### config.mk
export PLATFORM = sky130hd
export DESIGN_NAME = nnrv_opfetch
export DESIGN_NICKNAME = d
export VERILOG_FILES = /design/src/rtl/nnrv_pkg.sv /design/src/rtl/nnrv_scoreboard.sv /design/src/rtl/nnrv_opfetch.sv
export SDC_FILE = /design/constraint.sdc
export NUM_CORES = 1
export LEC_CHECK = 0
export CAP_MARGIN = 20
export CORE_MARGIN = 2
export CORE_UTILIZATION = 50
export DETAILED_ROUTE_END_ITERATION = 6
export PLACE_DENSITY = 0.86
export REMOVE_ABC_BUFFERS = 1
export SLEW_MARGIN = 20
export SYNTH_ARGS = -nofsm -noshare
export SYNTH_HDL_FRONTEND = slang
export SYNTH_HIERARCHICAL = 1
export SYNTH_SLANG_ARGS = --single-unit
### constraint.sdc
create_clock -name i_clk -period 5.35 [get_ports i_clk]
set_input_delay 0.535 -clock i_clk [delete_from_list [all_inputs] [get_ports i_clk]]
set_output_delay 0.535 -clock i_clk [all_outputs]
set_load 0.1 [all_outputs]
### src/rtl/nnrv_pkg.sv
// rtl/nnrv_pkg.sv - shared widths and types for the operand-fetch stage
package nnrv_pkg;

    localparam int XLEN      = 32;
    localparam int REG_NUM   = 32;
    localparam int REG_IDX_W = 5;

    typedef logic [REG_IDX_W-1:0] reg_idx_t;
    typedef logic [XLEN-1:0]      xdata_t;

    // Operand source select: x0 and unused operands read as zero, writeback data wins over the regfile
    function automatic xdata_t sel_operand(
        input logic     en,
        input reg_idx_t idx,
        input logic     wb_hit,
        input xdata_t   wb_data,
        input xdata_t   rf_data
    );
        if (!en || idx == '0) begin
            return '0;
        end
        if (wb_hit) begin
            return wb_data;
        end
        return rf_data;
    endfunction

endpackage

### src/rtl/nnrv_scoreboard.sv
// rtl/nnrv_scoreboard.sv - per-register pending bits with one set and two clear ports
module nnrv_scoreboard
    import nnrv_pkg::*;
(
    input  logic               i_clk,
    input  logic               i_rst_n,
    input  logic               set_en,
    input  reg_idx_t           set_idx,
    input  logic               clr_en,
    input  reg_idx_t           clr_idx,
    input  logic               clr2_en,
    input  reg_idx_t           clr2_idx,
    output logic [REG_NUM-1:0] pending,
    output logic               o_busy
);

    logic [REG_NUM-1:0] sb_q;
    logic [REG_NUM-1:0] sb_d;

    // A set beats a clear on the same index: the new writer's bit must survive the old writeback
    always_comb begin
        sb_d = sb_q;
        for (int i = 1; i < REG_NUM; i++) begin
            if (set_en && set_idx == reg_idx_t'(i)) begin
                sb_d[i] = 1'b1;
            end else if ((clr_en && clr_idx == reg_idx_t'(i)) ||
                         (clr2_en && clr2_idx == reg_idx_t'(i))) begin
                sb_d[i] = 1'b0;
            end
        end
        sb_d[0] = 1'b0;
    end

    always_ff @(posedge i_clk) begin
        if (!i_rst_n) begin
            sb_q <= '0;
        end else begin
            sb_q <= sb_d;
        end
    end

    assign pending = sb_q;
    assign o_busy  = |sb_q;

endmodule

### src/rtl/nnrv_opfetch.sv
// rtl/nnrv_opfetch.sv - operand fetch/issue stage with hazard stall and writeback forwarding
module nnrv_opfetch
    import nnrv_pkg::*;
(
    input  logic            i_clk,
    input  logic            i_rst_n,
    input  logic            i_dec_valid,
    output logic            o_dec_ready,
    input  logic            i_rs1_en,
    input  logic [4:0]      i_rs1,
    input  logic            i_rs2_en,
    input  logic [4:0]      i_rs2,
    input  logic            i_rd_en,
    input  logic [4:0]      i_rd,
    output logic            o_r1_en,
    output logic [4:0]      o_r1,
    output logic            o_r2_en,
    output logic [4:0]      o_r2,
    input  logic [XLEN-1:0] i_r1_reg,
    input  logic [XLEN-1:0] i_r2_reg,
    input  logic            i_w_en,
    input  logic [4:0]      i_w,
    input  logic [XLEN-1:0] i_w_reg,
    input  logic            i_flush,
    output logic            o_ex_valid,
    input  logic            i_ex_ready,
    output logic [XLEN-1:0] o_op1,
    output logic [XLEN-1:0] o_op2,
    output logic            o_rd_en,
    output logic [4:0]      o_rd,
    output logic            o_busy
);

    logic [REG_NUM-1:0] pending;
    logic               wb_valid;
    logic               hit_rs1;
    logic               hit_rs2;
    logic               hit_rd;
    logic               hazard;
    logic               accept;
    logic               set_en;
    logic               clr2_en;

    assign o_r1_en = i_rs1_en;
    assign o_r1    = i_rs1;
    assign o_r2_en = i_rs2_en;
    assign o_r2    = i_rs2;

    assign wb_valid = i_w_en && (i_w != '0);
    assign hit_rs1  = wb_valid && (i_w == i_rs1);
    assign hit_rs2  = wb_valid && (i_w == i_rs2);
    assign hit_rd   = wb_valid && (i_w == i_rd);

    // A writeback landing this cycle resolves its own hazard, so it does not stall
    assign hazard = (i_rs1_en && pending[i_rs1] && !hit_rs1) ||
                    (i_rs2_en && pending[i_rs2] && !hit_rs2) ||
                    (i_rd_en  && pending[i_rd]  && !hit_rd);

    assign o_dec_ready = !i_flush && !hazard && (!o_ex_valid || i_ex_ready);
    assign accept      = i_dec_valid && o_dec_ready;

    assign set_en  = accept && i_rd_en && (i_rd != '0);
    // A flushed instruction never issued, so nobody will ever write its rd back
    assign clr2_en = i_flush && o_ex_valid && o_rd_en && (o_rd != '0);

    nnrv_scoreboard u_sb (
        .i_clk    (i_clk),
        .i_rst_n  (i_rst_n),
        .set_en   (set_en),
        .set_idx  (i_rd),
        .clr_en   (wb_valid),
        .clr_idx  (i_w),
        .clr2_en  (clr2_en),
        .clr2_idx (o_rd),
        .pending  (pending),
        .o_busy   (o_busy)
    );

    always_ff @(posedge i_clk) begin
        if (!i_rst_n) begin
            o_ex_valid <= 1'b0;
            o_op1      <= '0;
            o_op2      <= '0;
            o_rd_en    <= 1'b0;
            o_rd       <= '0;
        end else if (i_flush) begin
            o_ex_valid <= 1'b0;
        end else if (accept) begin
            o_ex_valid <= 1'b1;
            o_op1      <= sel_operand(i_rs1_en, i_rs1, hit_rs1, i_w_reg, i_r1_reg);
            o_op2      <= sel_operand(i_rs2_en, i_rs2, hit_rs2, i_w_reg, i_r2_reg);
            o_rd_en    <= i_rd_en;
            o_rd       <= i_rd;
        end else if (o_ex_valid && i_ex_ready) begin
            o_ex_valid <= 1'b0;
        end
    end

endmodule
==> results.json, run 1 <==
{
  "status": "finished, final reports clean",
  "rows": 41,
  "cts_tree": "yes",
  "synth_edf_count": 0,
  "slew_violations": 0,
  "drc_errors": 0,
  "use_met1_pct": 36.7,
  "cts_buffer_depth": 2,
  "cts_setup_buffers": 0,
  "root_buffer": "clkbuf_16",
  "worstMarginPinSlew_ns": 1.07,
  "wl_per_cell_um": 19.5,
  "max_freq_mhz": 248,
  "period_needed_ns": 4.04,
  "die-area_mm2": 0.0138,
  "yosysSeqAreaShare_pct": 31.8,
  "die_h_um": 117,
  "syn_area_per_cell_um2": 9.05,
  "ys.flop_type": "dfxtp_1",
  "cpPeakStageDelay_ns": 0.82,
  "fin_tns_setup_ns": 0,
  "fillers": 947,
  "postPlaceCellArea_mm2": 0.00846,
  "start_util_pct": 51.1,
  "synth-seq-cells": 102,
  "synthArstFlopShare_pct": 0,
  "drtIter0Drc": 495,
  "num_antenna_cells": 0,
  "hp-class": "reg2reg",
  "crit_fanout": 64,
  "fin_skew_ns": 0.0104,
  "clkLatencyLatePin_ns": 0.34,
  "holdWs_ns": 0.462,
  "antenna_violating_nets_post_route": 0,
  "detail_route.wirelength_um": 20600,
  "grt-busiest-layer": "met2",
  "synth_compound_area_share_pct": 9.42,
  "power-per-cell-area_mw_per_mm2": 219,
  "dr.pass1.iters": 5,
  "syn2layout_area_growth_pct": 35.9,
  "crit_arrival_ns": 4.30,
  "numCtsBuffers": 9,
  "muxShareOfSynthArea_pct": 30.8,
  "use_met2_pct": 48.8,
  "synth-xor-area-share_pct": 2.04,
  "critPathRequiredTime_ns": 5.61,
  "final_area_mm2": 0.00873,
  "via_count": 6289,
  "netlist_area_mm2": 0.00643,
  "post_cts_resized": 0,
  "synth_cell_types": 53,
  "hold_buffers": 0,
  "port_buffers": 209,
  "synthAdderAreaFrac_pct": 0,
  "numClockSinks": 102,
  "cp_slowest_cell": "buf_4",
  "routabilityCongestion": 0.997,
  "grt_use_total_pct": 29.0,
  "synth_top_family_by_area": "multiplexers",
  "crit_chain": "clkdlybuf4s50_1, or4_1, o21ai_1, o41ai_1, o41ai_2, a211oi_2, nand2_4, buf_4, mux2i_1",
  "antenna_found_initial": 0,
  "setup_viol": 0,
  "dpl.hpwl_um": 15000,
  "rsz0062_at_grt": "false",
  "path_class": "in2reg",
  "grt_pass1_wl_um": 32500,
  "pin_count": 210,
  "htreeDepth": 3,
  "slew_headroom_pct": 28.1,
  "clk_pin_slew_ns": 0.07,
  "die_x_um": 117,
  "viasPerCell": 5.96,
  "synth-simple-area-share_pct": 19.9,
  "grt-ovfl-total": 0,
  "maxCapViolCount": 0,
  "yosysWarnings": 6,
  "ir_drop_uv": 147,
  "endpoint_kind": "flop",
  "setup.worst_path.start_class": "input pin",
  "grt_max_degree": 65,
  "syn-instance-count": 710,
  "drive_gt1_share_pct": 12.9,
  "core-area_mm2": 0.0126,
  "nNetsFinal": 1004,
  "fin_crit_sh_pct": 75.4,
  "grt_use_met3_pct": 6.91,
  "p_leak_uw": 0.00332,
  "grt_pass1_vias": 6072,
  "finalHoldViolCount": 0
}
-- cells in the final DEF, fill, tap and decap left out, types with 3 or more instances in the layout --
cell	synthesis	final
a21oi_1	5	4
a22oi_1	6	6
buf_4	13	13
clkbuf_1	31	3
clkbuf_16	0	9
clkdlybuf4s50_1	0	207
dfxtp_1	102	102
mux2_2	67	67
mux2i_1	93	93
mux4_2	13	13
nand2_1	182	182
nand2b_1	10	10
nand3_1	11	11
nand3b_1	5	5
nand4_1	4	4
nand4b_1	9	9
nand4bb_1	6	6
nor2_1	6	6
nor2b_1	7	7
nor4_1	8	8
o22ai_1	55	55
o32ai_1	7	7
or4_1	3	3
xnor2_1	9	9
xor2_1	6	6
-- metal layers --
metal / routed length [um] / part of all wire (%)
met1: 8270 / 40
met2: 9790 / 48
met3: 1980 / 9.6
met4: 539 / 2.6
met5: 0 / 0
-- Yosys cell counts, types with 7 or more instances --
library cell	instances	area, um^2
mux2_2	67	754
o32ai_1	7	61.3
clkbuf_1	31	116
mux2i_1	93	931
nor4_1	8	50.1
nand2b_1	10	62.6
nand4b_1	9	78.8
o22ai_1	55	344
buf_4	13	97.6
dfxtp_1	102	2040
nor2b_1	7	43.8
nand3_1	11	55.1
xnor2_1	9	78.8
nand2_1	182	683
mux4_2	13	293
buf_2	8	40.0
-- final cells by class --
| cell class | instances | area, um^2 | share of cell area, % |
|---|---|---|---|
| Sequential cell | 102 | 2040 | 23.4 |
| Timing Repair Buffer | 220 | 2170 | 24.8 |
| Tap cell | 172 | 215 | 2.46 |
| Clock buffer | 13 | 250 | 2.86 |
| Inverter | 2 | 7.51 | 0.0859 |
| Multi-Input combinational cell | 544 | 4030 | 46.1 |
| Clock inverter | 3 | 20.0 | 0.229 |
-- state kept, by name, indices dropped and copies added, names as in the netlist --
register      count
o_ex_valid        1
o_op1            32
o_op2            32
o_rd              5
o_rd_en           1
u_sb/pending     31
-- worst max-delay path, delay by kind of cell --
family / cells / cell delay (ns)
AOI/OAI and AO/OA: 4 / 1.13
and+or+nand+nor: 2 / 0.79
muxes: 1 / 0.29
buffers and inverters: 2 / 1.48
-- logic make-up (layout without fill, tap and decap cells) --
kind of cell,after synthesis,after routing
AO/OA/AOI/OAI,88,88
XOR/XNOR,15,15
buffers and inverters,64,238
flip-flops,102,102
multiplexers,173,173
other,1,1
AND/OR/NAND/NOR,267,267
-- through the flow --
step	utilization (%)	setup slack [ns]	total power [uW]	cells
after floorplan	-	-1.06	1070	648
after global placement	67.3	1.16	1320	1040
after detailed placement	67.3	1.03	1320	1040
after CTS	69.5	1.39	1920	1056
after global routing	69.5	1.12	1980	1056
final	69.5	1.31	1910	1056
-- path summary, 6_finish.rpt --
kind,from,depth (start not counted),end,slack [ns]
setup / recovery,i_w[4],9,o_op2[23],1.31
hold / removal,o_op2[5],2,o_op2[5],0.46
setup reg to reg,u_sb/pending[18],11,u_sb/pending[7],2.13
hold reg to reg,o_op2[5],2,o_op2[5],0.46
-- where the power goes --
group          switching, uW  leakage (uW)  internal [uW]
sequential              16.0      0.000824            776
combinational            320       0.00237            202
clock                    271      0.000126            328
(Power assumes the default switching activity.)
==> run 2: changes to the inputs <==
--- a/config.mk
+++ b/config.mk
@@ -7,9 +7,9 @@
 export LEC_CHECK = 0
 export CAP_MARGIN = 20
 export CORE_MARGIN = 2
-export CORE_UTILIZATION = 50
+export CORE_UTILIZATION = 47
 export DETAILED_ROUTE_END_ITERATION = 6
-export PLACE_DENSITY = 0.86
+export PLACE_DENSITY = 0.82
 export REMOVE_ABC_BUFFERS = 1
 export SLEW_MARGIN = 20
 export SYNTH_ARGS = -nofsm -noshare
==> constraint.sdc (replaced) <==
create_clock -name i_clk -period 4 [get_ports i_clk]
set_input_delay 0.4 -clock i_clk [delete_from_list [all_inputs] [get_ports i_clk]]
set_output_delay 0.4 -clock i_clk [all_outputs]
set_load 0.1 [all_outputs]
==> results.json, run 2 (synthesis results as in run 1) <==
{
  "status": "finished, final reports clean",
  "p_sw_uw": 828,
  "combPwrFrac_pct": 26.9,
  "setup.worst_path.start_class": "input pin",
  "root_buffer": "clkbuf_16",
  "hold_buffers": 0,
  "endpoint_kind": "output pin",
  "pwr-share-seq_pct": 40.3,
  "sw_frac_of_total_pct": 31.6,
  "power_uw": 2630,
  "final_util_pct": 66.6,
  "htreeDepth": 3,
  "fin_tns_setup_ns": 0,
  "wl_per_cell_um": 18.7,
  "grt_max_degree": 72,
  "period_needed_ns": 3.64,
  "grt-ovfl-total": 0,
  "critPathRequiredTime_ns": 3.60,
  "drive_gt1_share_pct": 14.5,
  "start_util_pct": 48.4,
  "clkLatencyLatePin_ns": 0.35,
  "hp-class": "reg2reg",
  "die_x_um": 121,
  "drc_errors": 0,
  "regToRegEndpoint": "u_sb/pending[16]",
  "clk_pin_slew_ns": 0.07,
  "die_h_um": 121,
  "rrSetupSlack_ns": 1.18,
  "crit_end": "o_dec_ready",
  "crit_fanout": 8,
  "cts_tree": "yes",
  "drtIter0Drc": 464,
  "pin_count": 210,
  "r2r-start": "u_sb/pending[16]",
  "worst-r2r-cell-count": 11,
  "core-area_mm2": 0.0133,
  "grt_pass1_wl_um": 31400,
  "fillers": 1063,
  "maxCapViolCount": 0,
  "antenna_found_initial": 0,
  "dr.pass1.iters": 5,
  "detail_route.wirelength_um": 20000,
  "setup_viol": 0,
  "numCtsBuffers": 9,
  "max_freq_mhz": 275,
  "cp_slowest_cell": "clkdlybuf4s50_1",
  "num_antenna_cells": 0,
  "rows": 42,
  "via_count": 6221,
  "mostFrequentLayoutCells": "clkdlybuf4s50_1 (204), nand2_1 (182), dfxtp_1 (102)",
  "rsz0062_at_grt": "false",
  "post_cts_resized": 0,
  "fin_skew_ns": 0.0114,
  "path_class": "in2out",
  "routabilityCongestion": 1.04,
  "slew_headroom_pct": 27.3,
  "pwr-share-clk_pct": 32.9,
  "slew_violations": 0,
  "cts_setup_buffers": 0,
  "startpoint": "i_w[0]",
  "final_cells": 1070,
  "fin_crit_sh_pct": 90.9,
  "die-area_mm2": 0.0146,
  "crit_arrival_ns": 3.24,
  "power-per-cell-area_mw_per_mm2": 296,
  "grt_pass1_vias": 5978,
  "ir_drop_uv": 172,
  "cell_internal_pwr_uw": 1800,
  "dpl.hpwl_um": 14600,
  "cpPeakStageDelay_ns": 0.62,
  "p_leak_uw": 0.00340,
  "layout_commonest_cell": "clkdlybuf4s50_1",
  "syn2layout_area_growth_pct": 37.8,
  "cts_buffer_depth": 2,
  "antenna_violating_nets_post_route": 0,
  "numClockSinks": 102,
  "worstMarginPinSlew_ns": 1.09,
  "finalHoldViolCount": 0,
  "port_buffers": 209,
  "grt_use_total_pct": 27.0,
  "nNetsFinal": 1015,
  "crit_chain": "clkdlybuf4s50_1, or4_1, o21ai_1, o41ai_1, o41ai_2, a211oi_2, buf_4, buf_12",
  "dpl.cell_count": 1055,
  "viasPerCell": 5.81
}
==> run 2: changes by cell type in the layout (fill, tap and decap cells not counted), moves of 2 or more <==
cell / before / now
buf_4: 13 / 25
clkbuf_1: 3 / 0
clkdlybuf4s50_1: 207 / 204
buf_12: 0 / 2
clkinv_2: 1 / 3
==> run 2: power by group through the flow <==
| stage | Clock, uW | Sequential, uW | Combinational [uW] |
|---|---|---|---|
| 5_1_grt | 914 | 1060 | 739 |
| 3_3_place_gp | 0 | 1080 | 700 |
| 4_1_cts | 868 | 1060 | 704 |
| 3_5_place_dp | 0 | 1080 | 701 |
| 2_1_floorplan | 0 | 1230 | 201 |
| 6_report | 862 | 1060 | 705 |
==> run 2: area by class of cell <==
class	count	area (um^2)	area share, %
repair buffers	231	2270	25.6
multi-input cells	544	4030	45.5
clock inverters	6	61.3	0.692
flip-flops and latches	102	2040	23.1
inverters	2	7.51	0.0848
well taps	176	220	2.49
clock buffers	9	225	2.54
==> run 2: worst min-delay path by stage <==
stage	startpoint	depth (start not counted)	slack, ns	endpoint
CTS	i_rst_n	3	0.46	u_sb/pending[5]
finish	o_op2[10]	2	0.46	o_op2[10]
global placement	o_op1[19]	2	0.44	o_op1[19]
floorplan	u_sb/pending[9]	2	0.47	u_sb/pending[9]
global route	o_op1[0]	2	0.47	o_op1[0]
detailed placement	o_op2[10]	2	0.45	o_op2[10]
==> run 2: worst max-delay path, delay by kind of cell <==
| family | cells | cell delay [ns] |
|---|---|---|
| AO/OA/AOI/OAI | 4 | 1.29 |
| buffers and inverters | 3 | 0.96 |
| AND/OR/NAND/NOR | 1 | 0.58 |
==> run 2: stage by stage <==
stage | hold slack, ns | setup WS, ns | area (um^2)
after global placement | 0.443 | 0.343 | 8570
after detailed placement | 0.451 | 0.310 | 8570
after floorplan | 0.475 | -2.28 | 6050
final | 0.459 | 0.364 | 8860
after CTS | 0.458 | 0.457 | 8860
after global routing | 0.474 | 0.328 | 8860
==> run 2: per-layer routing <==
metal	global-route usage [%]	wire length [um]	share of wire, %	up-vias
met5	0	0	0	-
met4	8.50	550	2.7	0
met3	7.99	2400	12	46
met2	44.5	9160	46	358
met1	34.0	7890	39	2875
li1	-	-	-	2942
